[src/rtl/minterm_scanner.sv]
// minterm_scanner: walks every input combination of an external combinational
// function and streams out the indices where the function returns 1.
//
// Ports:
//   clk, rst_n     rising-edge clock, asynchronous active-low reset
//   start, abort   begin a scan (IDLE only) / cancel a running scan
//   func_in        vector driven to the function under test (MSB = input a)
//   func_out       function result for the current func_in
//   m_valid/m_ready/m_index   minterm stream, ascending index order
//   busy           high in every state except IDLE
//   done           one-cycle pulse when a scan completes
//   count          minterms accepted in the last or current scan
module minterm_scanner #(
    parameter int unsigned N_IN   = 7,
    parameter int unsigned SETTLE = 1
) (
    input  logic              clk,
    input  logic              rst_n,
    input  logic              start,
    input  logic              abort,
    output logic [N_IN-1:0]   func_in,
    input  logic              func_out,
    output logic              m_valid,
    input  logic              m_ready,
    output logic [N_IN-1:0]   m_index,
    output logic              busy,
    output logic              done,
    output logic [N_IN:0]     count
);

    localparam int unsigned CNT_W    = N_IN + 1;
    localparam int unsigned SET_W    = 4;
    localparam logic [SET_W-1:0] SETTLE_LD = SET_W'(SETTLE - 1);
    localparam logic [N_IN-1:0]  LAST_IDX  = '1;

    typedef enum logic [1:0] {
        S_IDLE,
        S_DRIVE,
        S_EMIT,
        S_DONE
    } state_t;

    state_t             state_q;
    logic [N_IN-1:0]    idx_q;
    logic [N_IN-1:0]    func_in_q;
    logic [SET_W-1:0]   settle_q;
    logic               m_valid_q;
    logic [N_IN-1:0]    m_index_q;
    logic               busy_q;
    logic               done_q;
    logic [CNT_W-1:0]   count_q;

    logic [N_IN-1:0]    idx_inc_c;
    logic               is_last_c;

    assign idx_inc_c = N_IN'(idx_q + N_IN'(1));
    assign is_last_c = (idx_q == LAST_IDX);

    // Scan sequencer; every output is a register updated here.
    always_ff @(posedge clk or negedge rst_n) begin
        if (!rst_n) begin
            state_q   <= S_IDLE;
            idx_q     <= '0;
            func_in_q <= '0;
            settle_q  <= '0;
            m_valid_q <= 1'b0;
            m_index_q <= '0;
            busy_q    <= 1'b0;
            done_q    <= 1'b0;
            count_q   <= '0;
        end else begin
            done_q <= 1'b0;
            case (state_q)
                S_IDLE: begin
                    if (start) begin
                        state_q   <= S_DRIVE;
                        idx_q     <= '0;
                        func_in_q <= '0;
                        count_q   <= '0;
                        settle_q  <= SETTLE_LD;
                        busy_q    <= 1'b1;
                    end
                end

                S_DRIVE: begin
                    if (abort) begin
                        state_q <= S_IDLE;
                        busy_q  <= 1'b0;
                    end else if (settle_q != '0) begin
                        settle_q <= settle_q - SET_W'(1);
                    end else if (func_out) begin
                        state_q   <= S_EMIT;
                        m_valid_q <= 1'b1;
                        m_index_q <= idx_q;
                    end else if (is_last_c) begin
                        state_q <= S_DONE;
                        done_q  <= 1'b1;
                    end else begin
                        idx_q     <= idx_inc_c;
                        func_in_q <= idx_inc_c;
                        settle_q  <= SETTLE_LD;
                    end
                end

                S_EMIT: begin
                    // abort wins over a same-cycle handshake: minterm not counted
                    if (abort) begin
                        state_q   <= S_IDLE;
                        m_valid_q <= 1'b0;
                        busy_q    <= 1'b0;
                    end else if (m_ready) begin
                        m_valid_q <= 1'b0;
                        count_q   <= count_q + CNT_W'(1);
                        if (is_last_c) begin
                            state_q <= S_DONE;
                            done_q  <= 1'b1;
                        end else begin
                            state_q   <= S_DRIVE;
                            idx_q     <= idx_inc_c;
                            func_in_q <= idx_inc_c;
                            settle_q  <= SETTLE_LD;
                        end
                    end
                end

                S_DONE: begin
                    state_q <= S_IDLE;
                    busy_q  <= 1'b0;
                end

                default: begin
                    state_q   <= S_IDLE;
                    m_valid_q <= 1'b0;
                    busy_q    <= 1'b0;
                end
            endcase
        end
    end

    assign func_in = func_in_q;
    assign m_valid = m_valid_q;
    assign m_index = m_index_q;
    assign busy    = busy_q;
    assign done    = done_q;
    assign count   = count_q;

endmodule

[config.mk]
export PLATFORM = sky130hd
export DESIGN_NAME = minterm_scanner
export DESIGN_NICKNAME = d
export VERILOG_FILES = /design/src/rtl/minterm_scanner.sv
export SDC_FILE = /design/constraint.sdc
export NUM_CORES = 1
export LEC_CHECK = 0
export BUFFER_PORTS_ARGS = -buffer_cell sky130_fd_sc_hd__buf_2
export CAP_MARGIN = 20
export CORE_MARGIN = 5
export CORE_UTILIZATION = 40
export DETAILED_ROUTE_END_ITERATION = 12
export SLEW_MARGIN = 10
export SYNTH_ARGS = -nofsm -noshare
export SYNTH_HDL_FRONTEND = slang
export SYNTH_SLANG_ARGS = --single-unit
[constraint.sdc]
create_clock -name clk -period 2.6 [get_ports clk]
set_input_delay 0.39 -clock clk [delete_from_list [all_inputs] [get_ports clk]]
set_output_delay 0.39 -clock clk [all_outputs]
set_load 0.05 [all_outputs]
==> results.tsv <==
metric	value	unit
slowest_stage	a211o_1	
pwr-share-seq	31.4	%
reg2reg_from	state_q[1]$_DFFE_PN0P_	
design_area	2070	um^2
wl_per_cell	15.0	um
grt_pass1_vias	1456	
ant_nets	0	
synth-seq-area-share	43.4	%
grt_pass1_wl	7.04	mm
synth_edf_count	0	
pwr-share-comb	50.8	%
detail_route.vias_per_cell	5.64	
p_switching	957	uW
critPathMaxStageDelay	390	ps
place_area	1990	um^2
arrival	2250	ps
dr.pass1.iters	4	
ir_drop	0.641	mV
clock_path_buffers	2	
avgSynthCellArea	9.56	um^2
routed_wirelength	4.07	mm
crit_type	reg2reg	
area_growth_syn_to_layout	15.7	%
syn_inst	187	
cts.sinks	31	
grt-ovfl-total	0	
ctsRootBufferMaster	clkbuf_8	
hold_viol	0	
initial_core_util	41.1	%
clock_latency	280	ps
drive_above_1_share	24.1	%
holdCritPathClass	in2async	
grt_max_degree	32	
max_freq	482	MHz
fin_tns_setup	0	ps
nFillCells	414	
fin_crit_sh	79.9	%
drc	0	
hpwl	2.93	mm
p_leak	1.03	nW
status	finished, final reports clean	
async_reset_ff_share	100	%
timing.hold.ws	143	ps
postCtsHoldBufs	0	
yosys.area.top_type	dfrtp_1	
worstPathCellList	inv_1 -> ha_1 -> o21ai_0 -> nand3_1 -> a211o_1 -> a32o_1	
ys_ff_latch	31	
fin_nets	232	
swShare	47.3	%
critPathLaunchType	register	
ys.warnings.count	0	
power_density	977	nW/um^2
cts_tree	built	
maxCapViolCount	0	
dieArea	5910	um^2
antenna_cells	0	
fin_crit	2080	ps
maxSlewViolCount	0	
rsz0062_at_grt	false	
drt_iter0_drc	88	
synth_area_leaders	dfrtp_1 43%, mux2_2 5.0%, ha_1 4.9%	
synth.top_cells.by_count	31 x dfrtp_1, 15 x o21ai_0, 13 x nand2_1, 11 x nor2_1	
total_power	2.02	mW
synth_top_cell_area_share	43.4	%
htree_levels	2	
finalClockSkew	2.97	ps
dp_cells	264	
tightestPinTransition	698	ps
required	2770	ps
core-area	4350	um^2
internal-power	1.07	mW
clk_pin_slew_worst_paths	60	ps
cts_setup_buffers	0	
slew_headroom	53.5	%
rows	24	
gp_routability_congestion	0.811	
crit_start	state_q[1]$_DFFE_PN0P_	
worst-path-max-fanout	13	
crit_path_end_kind	register	
dp_slack	542	ps
cts_made_buffers	5	
synthesis.area	1790	um^2
ctsResizeCount	0	
portBuffers	30	
synth_nets	200	
stdcell_count	272	
vias	1535	
clkPwrFrac	17.8	%
die-width	76.9	um
worst_slack	524	ps
yosysUniqueCellTypes	44	
yosysMostFrequentCell	dfrtp_1	
synth_flop_cell	dfrtp_1	
io_pins	31	
antenna_found_initial	0	
grt_usage	14.7	%
finalSetupViolations	0	
die_h	76.9	um
finish.utilization	47.5	%
cell families (layout without fill, tap and decap cells):
kind of cell             Yosys count  in the layout  share of synthesized area [%]
AO/OA/AOI/OAI                     55             55                           20.9
flip-flops                        31             31                           43.4
buffers and inverters             14             47                           3.08
adder cells (fa/ha/maj)            7              7                           4.90
AND/OR/NAND/NOR                   70             70                           21.6
multiplexers                      10             10                           6.16
cell type report:
cell class / instances / area [um^2] / area share [%]
clock inverter: 3 / 15.0 / 0.726
timing repair buffer: 31 / 158 / 7.62
sequential: 31 / 776 / 37.5
tap: 52 / 65.1 / 3.14
clock buffer: 5 / 68.8 / 3.33
inverter: 8 / 30.0 / 1.45
multi-input combinational: 142 / 957 / 46.3
state kept, by name, indices dropped and copies added (netlist names):
register and count:
settle_q 4, done 1, idx_q 7, state_q 2
m_valid 1, m_index 7, busy 1, count 8
final timing paths:
check                                          endpoint  slack (ps)  cells after the start
max in group asynchronous        state_q[0]$_DFFE_PN0P_        2000                      1
worst min-delay path                     done$_DFF_PN0_         140                      1
worst max-delay path            settle_q[1]$_DFFE_PN0P_         520                      6
worst max register to register  settle_q[1]$_DFFE_PN0P_         520                      6
min in group clk                       busy$_DFFE_PN0P_         410                      3
worst min register to register   m_index[0]$_DFFE_PN0P_         500                      1
worst max-delay path, delay by kind of cell (launching register included):
kind            cells  cell delay, ps
fa+ha+maj           1             350
simple gates        1             300
buf+inv             1              80
compound gates      3             860
flops               1             370
power groups by stage:
| stage | Clock, mW | Combinational (mW) | Sequential [mW] |
|---|---|---|---|
| 2_1_floorplan | 0 | 0.614 | 0.832 |
| 3_3_place_gp | 0 | 1.04 | 0.643 |
| 3_5_place_dp | 0 | 1.03 | 0.643 |
| 4_1_cts | 0.374 | 1.04 | 0.634 |
| 5_1_grt | 0.408 | 1.15 | 0.649 |
| 6_report | 0.360 | 1.03 | 0.634 |
layout by cell type, fill, tap and decap left out, types with 2 or more instances in the layout:
cell	n
nand2_1	13
and2_1	2
nor3b_1	2
a21o_1	3
o31ai_1	4
nor2b_1	6
o22ai_1	2
a211oi_1	2
mux2_2	8
buf_2	30
inv_1	8
a211o_1	5
nor2_1	11
nand4_1	3
nor4_1	5
a31oi_1	3
clkinv_2	3
clkbuf_8	5
dfrtp_1	31
and3_1	3
o21ai_0	15
a32o_1	2
nor3_1	4
nand2b_1	7
ha_1	7
nand3_1	8
a21oi_1	8
mux2i_1	2
per-layer routing:
metal / global-route usage, % / share of wire (%) / up-vias
li1: - / - / 763
met1: 19.3 / 47 / 734
met2: 22.9 / 47 / 32
met3: 3.75 / 5.3 / 6
met4: 5.77 / 1.1 / 0
met5: 0 / 0 / -
(Power assumes the default switching activity.)
